[config.mk]
export PLATFORM = sky130hd
export DESIGN_NAME = mem_port_arbiter
export DESIGN_NICKNAME = d
export VERILOG_FILES = /design/src/rtl/mem_arb_pkg.sv /design/src/rtl/mem_rd_tag_pipe.sv /design/src/rtl/mem_port_arbiter.sv
export SDC_FILE = /design/constraint.sdc
export NUM_CORES = 1
export LEC_CHECK = 0
export ABC_AREA = 1
export BUFFER_PORTS_ARGS = -buffer_cell sky130_fd_sc_hd__clkbuf_2
export CAP_MARGIN = 20
export CORE_MARGIN = 10
export CORE_UTILIZATION = 30
export DETAILED_ROUTE_END_ITERATION = 10
export PLACE_DENSITY = 0.68
export SYNTH_ARGS = -nofsm -noshare
export SYNTH_HDL_FRONTEND = slang
export SYNTH_HIERARCHICAL = 1
export SYNTH_SLANG_ARGS = --single-unit
[constraint.sdc]
create_clock -name clk -period 3.6 [get_ports clk]
set_clock_uncertainty 0.1 [all_clocks]
set_input_delay 0.18 -clock clk [delete_from_list [all_inputs] [get_ports clk]]
set_output_delay 0.18 -clock clk [all_outputs]
set_load 0.01 [all_outputs]
[src/rtl/mem_arb_pkg.sv]
// Shared types and default sizes for the line-buffer port arbiter.
package mem_arb_pkg;

  localparam int MEM_AW     = 7;
  localparam int MEM_DW     = 8;
  localparam int MEM_RD_LAT = 2;

  typedef enum logic [1:0] {
    IDLE = 2'd0,
    OWN0 = 2'd1,
    OWN1 = 2'd2
  } arb_state_t;

  typedef struct packed {
    logic valid;
    logic id;
  } rd_tag_t;

endpackage

[src/rtl/mem_rd_tag_pipe.sv]
// Shift register that follows each accepted read through the memory's read latency
// and presents its {valid, id} tag when the read data appears on mem_q.
module mem_rd_tag_pipe
  import mem_arb_pkg::*;
#(
  parameter int DEPTH = MEM_RD_LAT
) (
  input  logic    clk,
  input  logic    rst,
  input  rd_tag_t tag_in,
  output rd_tag_t tag_out
);

  rd_tag_t pipe [DEPTH];

  // NOTE: these are a handful of tag flops, so they take the reset and a reset drops
  // in-flight reads; a real storage array (like the line buffer) is left unreset.
  always_ff @(posedge clk or posedge rst) begin
    if (rst) begin
      for (int i = 0; i < DEPTH; i++) pipe[i] <= '0;
    end else begin
      // NOTE: non-blocking so every stage shifts from the pre-edge value of its neighbour.
      pipe[0] <= tag_in;
      for (int i = 1; i < DEPTH; i++) pipe[i] <= pipe[i-1];
    end
  end

  assign tag_out = pipe[DEPTH-1];

endmodule

[src/rtl/mem_port_arbiter.sv]
// Two-requester arbiter in front of the 128x8 line buffer, with locked bursts.
// Define ARB_FIXED_PRIO_EN for fixed req0 priority instead of round-robin.
module mem_port_arbiter
  import mem_arb_pkg::*;
#(
  parameter int AW     = MEM_AW,
  parameter int DW     = MEM_DW,
  parameter int RD_LAT = MEM_RD_LAT
) (
  input  logic          clk,
  input  logic          rst,
  input  logic          req0_valid,
  output logic          req0_ready,
  input  logic          req0_we,
  input  logic [AW-1:0] req0_addr,
  input  logic [DW-1:0] req0_wdata,
  input  logic          req0_last,
  input  logic          req1_valid,
  output logic          req1_ready,
  input  logic          req1_we,
  input  logic [AW-1:0] req1_addr,
  input  logic [DW-1:0] req1_wdata,
  input  logic          req1_last,
  output logic          rsp0_valid,
  output logic [DW-1:0] rsp0_rdata,
  output logic          rsp1_valid,
  output logic [DW-1:0] rsp1_rdata,
  output logic          mem_we,
  output logic [AW-1:0] mem_addr_in,
  output logic [DW-1:0] mem_d,
  output logic [AW-1:0] mem_addr_out,
  input  logic [DW-1:0] mem_q
);

  arb_state_t    state;
  logic          prio;
  logic          gnt_any;
  logic          gnt_id;
  logic          sel_valid;
  logic          sel_we;
  logic          sel_last;
  logic [AW-1:0] sel_addr;
  logic [DW-1:0] sel_wdata;
  logic          accept;
  logic          rd_accept;
  logic [AW-1:0] rd_addr_q;
  logic [DW-1:0] rdata0_q;
  logic [DW-1:0] rdata1_q;
  rd_tag_t       tag_in;
  rd_tag_t       tag_out;

`ifdef ARB_FIXED_PRIO_EN
  assign prio = 1'b0;
`else
  logic rr_ptr;

  // Pointer moves to the requester that did not just finish, so a waiting peer goes next.
  always_ff @(posedge clk or posedge rst) begin
    if (rst) begin
      rr_ptr <= 1'b0;
    end else if (accept && sel_last) begin
      rr_ptr <= ~gnt_id;
    end
  end

  assign prio = rr_ptr;
`endif

  // NOTE: defaults first so every path assigns both outputs and no latch is inferred.
  always_comb begin
    gnt_any = 1'b0;
    gnt_id  = 1'b0;
    unique case (state)
      OWN0: begin
        gnt_any = 1'b1;
        gnt_id  = 1'b0;
      end
      OWN1: begin
        gnt_any = 1'b1;
        gnt_id  = 1'b1;
      end
      default: begin
        gnt_any = req0_valid | req1_valid;
        gnt_id  = (req0_valid && req1_valid) ? prio : req1_valid;
      end
    endcase
    if (rst) gnt_any = 1'b0;
  end

  assign sel_valid = gnt_id ? req1_valid : req0_valid;
  assign sel_we    = gnt_id ? req1_we    : req0_we;
  assign sel_last  = gnt_id ? req1_last  : req0_last;
  assign sel_addr  = gnt_id ? req1_addr  : req0_addr;
  assign sel_wdata = gnt_id ? req1_wdata : req0_wdata;

  assign req0_ready = gnt_any & ~gnt_id;
  assign req1_ready = gnt_any &  gnt_id;
  assign accept     = gnt_any & sel_valid;
  assign rd_accept  = accept & ~sel_we;

  assign mem_we       = accept & sel_we;
  assign mem_addr_in  = sel_addr;
  assign mem_d        = sel_wdata;
  assign mem_addr_out = rd_accept ? sel_addr : rd_addr_q;

  always_ff @(posedge clk or posedge rst) begin
    if (rst) begin
      state <= IDLE;
    end else if (accept) begin
      if (sel_last) state <= IDLE;
      else          state <= gnt_id ? OWN1 : OWN0;
    end
  end

  always_ff @(posedge clk or posedge rst) begin
    if (rst) begin
      rd_addr_q <= '0;
    end else if (rd_accept) begin
      rd_addr_q <= sel_addr;
    end
  end

  assign tag_in.valid = rd_accept;
  assign tag_in.id    = gnt_id;

  mem_rd_tag_pipe #(
    .DEPTH (RD_LAT)
  ) u_tag_pipe (
    .clk     (clk),
    .rst     (rst),
    .tag_in  (tag_in),
    .tag_out (tag_out)
  );

  assign rsp0_valid = tag_out.valid & ~tag_out.id;
  assign rsp1_valid = tag_out.valid &  tag_out.id;

  // Data is passed straight through in the pulse cycle and held afterwards.
  always_ff @(posedge clk or posedge rst) begin
    if (rst) begin
      rdata0_q <= '0;
      rdata1_q <= '0;
    end else begin
      if (rsp0_valid) rdata0_q <= mem_q;
      if (rsp1_valid) rdata1_q <= mem_q;
    end
  end

  assign rsp0_rdata = rsp0_valid ? mem_q : rdata0_q;
  assign rsp1_rdata = rsp1_valid ? mem_q : rdata1_q;

endmodule

# After elaboration in Yosys (flattened, before gate mapping)
# Cells that the tools add are included.
# totals
reg_bits	30
inputBits	46
# op_classes
n_eq_ne	2
mux	14
n_bitwise	11
n_reduce_logical	3
# op_table
op	n
$mux W8	3
$mux W7	2
$and A1 B1 Y1	7
$mux W1	6
$mux W2	2
$not A1 Y1	3
$eq A2 B1 Y1 const B	1
$eq A2 B2 Y1 const B	1
$logic_and A1 B1 Y1	2
$pmux W1 S2	1
$reduce_or A2 Y1	1
$or A1 B1 Y1	1

# Depth between registers and ports, before layout
# depth
depth_word	7
mapped_depth	11

# Cells and area by module
# The synthesis kept the hierarchy.
# modules_own_cells
mod	instances	cells_each	area_per_inst_um2	seq_area_each_um2
mem_port_arbiter	1	188	1388.8	650.6
mem_rd_tag_pipe	1	7	118.9	100.1

# Least setup slack after synthesis
# Ideal clock, no wire load.
# synth_path
kind	register to output
from	reg state[0]
to	out mem_addr_out[0]
arrival_ns	1.469
required_time_ns	3.320
path_slack_ns	1.851
path_stages_with_launch	11
cell_sequence	dfrtp_1 > inv_1 > ha_1 > nand2_1 > inv_2 > nand2_4 > nand4_1 > nand2_4 > buf_6 > nand3_1 > nand2_1
# synth_via
elab_chain_cells	7
word_cells_on_any_way	13
# synth_rtl
element	line	source
start, declared	mem_port_arbiter.sv:35	arb_state_t state;
start signal, assigned	mem_port_arbiter.sv:111	else state <= gnt_id ? OWN1 : OWN0;
$eq A2 B2 Y1 / $eq A2 B1 Y1 (equally long branches)	mem_port_arbiter.sv:73	unique case (state)
$reduce_or A2 Y1 (no source line)	--	
$mux W1	mem_port_arbiter.sv:73	
$mux W1	mem_port_arbiter.sv:87	if (rst) gnt_any = 1'b0;
$and A1 B1 Y1	mem_port_arbiter.sv:98	assign accept = gnt_any & sel_valid;
$and A1 B1 Y1	mem_port_arbiter.sv:99	assign rd_accept = accept & ~sel_we;
$mux W7 (*)	--	
end, declared	mem_port_arbiter.sv:31	output logic [AW-1:0] mem_addr_out,
# Every way passes the cells marked *; elsewhere a longest branch is shown, timed or not.

# Final worst setup path
# layout_path
from	reg state[0]
to	out mem_addr_out[2]
# Same word-level chain as after synthesis.

==> reports/results.ini <==
[run_status]
outcome = finished, final reports clean

[floorplan]
die_h_um = 90.89
row_count = 25
start_util = 0.3150
die_w_um = 90.89
io_pins = 89
dieArea_um2 = 8261
core-area_um2 = 4786

[clock_network]
cts_buffers = 5
clk_latency_ns = 0.26
cts-root-buf = clkbuf_8
cts.sinks = 30
clk_pin_slew_ns = 0.06
tritoncts = built
cts_resized = 0
htree_num_levels = 2
cts_buffer_depth = 2

[synth]
synth_edf_count = 0
yosys-top-cells-area = dfrtp_1, nand2_1, inv_1, nand3_1, o21ai_1
synth.largest_area_cell = dfrtp_1
ys_ff_latch = 30
netlist_instances = 195
synth_area_um2 = 1508
synth_cell_types = 20
ys.flop_type = dfrtp_1
yosysMostFrequentCell = nand2_1
synthTopCellsByCount = nand2_1, dfrtp_1, inv_1
yosysWarnings = 6
syn_nets = 242
postSynth.asyncResetShare = 1.000
ys_seq_area_frac = 0.4979
syn_area_per_cell_um2 = 7.732
yosysTopAreaCellShare = 0.4979

[routing]
via_count = 1449
route.detailed.drc = 0
final_antenna_net_count = 0
routed_wl_um = 4088
first_iter_violations = 18
dr.pass1.iters = 4
viasPerCell = 4.140
wire_per_inst_um = 11.68

[timing]
setup_ws_ns = 1.240
min_period_ns = 2.360
rsz0062_at_grt = no
finalCritPeriodShare = 0.6556
relSlewSlack = 0.6902
slew_violations = 0
final_hold_viol_count = 0
worst_pin_slew_ns = 0.4636
whs_ns = 0.06100
tns_ns = 0
clock.fmax_ghz = 0.4237
setup_viol = 0

[placement]
place_congestion = 0.7264
dpl.hpwl_um = 3415
dpl_cell_area_um2 = 1982
port_buffers = 88
pre_cts_slack_ns = 1.495
dp_cells = 343

[layout]
design_area_um2 = 2074
num_antenna_cells = 0
fin_cells = 350
fin_nets = 331
n_fill_cell = 495
area_growth_pct = 37.59
final_layout_size_suffix_gt1_frac = 0.3781

[worst_setup_path]
cp.arrival_ns = 2.08
cp_max_fo = 25
path_class = reg2out
critPathLaunch = state[0]
startpoint_type = register
required_ns = 3.32
cp-end-kind = output port
reg2reg_from = state[0]

[grt]
track_usage = 0.1022
grt_pass1_vias = 1594
grt_max_degree = 27
grt_pass1_wl_um = 7141
grt_overflow = 0
antenna_found_initial = 0

[worst_hold_path]
hold_class = in2reg
hold_start = req0_last

[power]
leakage_nw = 1.284
p_per_area_nw_per_um2 = 834.6
irDropWorstVdd_mv = 0.4085

[run]
drv_cap = 0

[critical path, cell delays in order, from the launching register on]
cell and delay (ns):
dfrtp_1 0.34, inv_1 0.04, ha_1 0.33, nand2_1 0.10
inv_2 0.05, nand2_4 0.08, nand2_8 0.12, inv_2 0.25
nand2_1 0.08, nand2_1 0.09, nand3_1 0.07, nand2_1 0.11
clkbuf_2 0.14
[timing repair]
action	4_1_cts	5_1_grt
buffers inserted	0	0
endpoints found under the hold margin	30	0
hold buffers	1	0
[sequential cells by signal (all words and copies together), names as in the netlist]
| register | flops |
|---|---|
| u_tag_pipe/pipe | 2 |
| state | 2 |
| u_tag_pipe/tag_out | 2 |
| rdata0_q | 8 |
| prio | 1 |
| rdata1_q | 8 |
| rd_addr_q | 7 |
[where the power goes]
| group | switching, mW | total [mW] | leakage (nW) | internal, mW |
|---|---|---|---|---|
| sequential | 0.0419 | 0.533 | 0.372 | 0.491 |
| clock | 0.104 | 0.251 | 0.0431 | 0.147 |
| combinational | 0.613 | 0.947 | 0.869 | 0.334 |
| total | 0.759 | 1.73 | 1.28 | 0.973 |
[metal layers]
layer,GRT usage,routed length (um),vias to the layer above
met5,0,0,-
met4,0.03133,39,0
met3,0.07066,585,5
met2,0.1593,1685,74
met1,0.1086,1777,598
li1,-,-,772
[path summary, 6_finish.rpt]
check / endpoint / slack, ns / depth (start not counted)
worst max-delay path: mem_addr_out[2] / 1.24 / 12
worst min-delay path: prio / 0.06 / 3
worst max register to register: rd_addr_q[2] / 1.72 / 10
worst min register to register: u_tag_pipe/tag_out[1] / 0.25 / 0
max in group asynchronous: rdata1_q[5] / 2.67 / 4
min in group asynchronous: u_tag_pipe/pipe[2] / 0.27 / 3
[cell families (layout without fill, tap and decap cells)]
kind of cell	count (synthesis)	in the layout	synth area share
AND/OR/NAND/NOR	114	114	0.3253
buffers and inverters	31	119	0.09543
flip-flops	30	30	0.4979
AO/OA/AOI/OAI	19	19	0.07303
adder cells (fa/ha/maj)	1	1	0.008297
[cells in the final DEF, fill, tap and decap left out, drive strengths merged, types with 5 or more instances in the layout]
cell type and count:
nand2 97, clkbuf 94, dfrtp 30, inv 23, o21ai 18, nand3 11
nor2 5
[cell type report]
class | count | area (um^2) | area share
multi-input cells | 134 | 613.1 | 0.2955
repair buffers | 90 | 457.9 | 0.2207
flip-flops and latches | 30 | 750.7 | 0.3619
clock buffers | 6 | 82.58 | 0.03981
inverters | 23 | 86.33 | 0.04162
well taps | 67 | 83.83 | 0.04041
[through the flow]
step	power [mW]	util
after floorplan	1.173	-
after CTS	1.778	0.4335
after detailed placement	1.514	0.4141
final	1.731	0.4335
after global routing	1.921	0.4335
after global placement	1.491	0.4141
No activity file was read; power rests on OpenSTA's default activity.
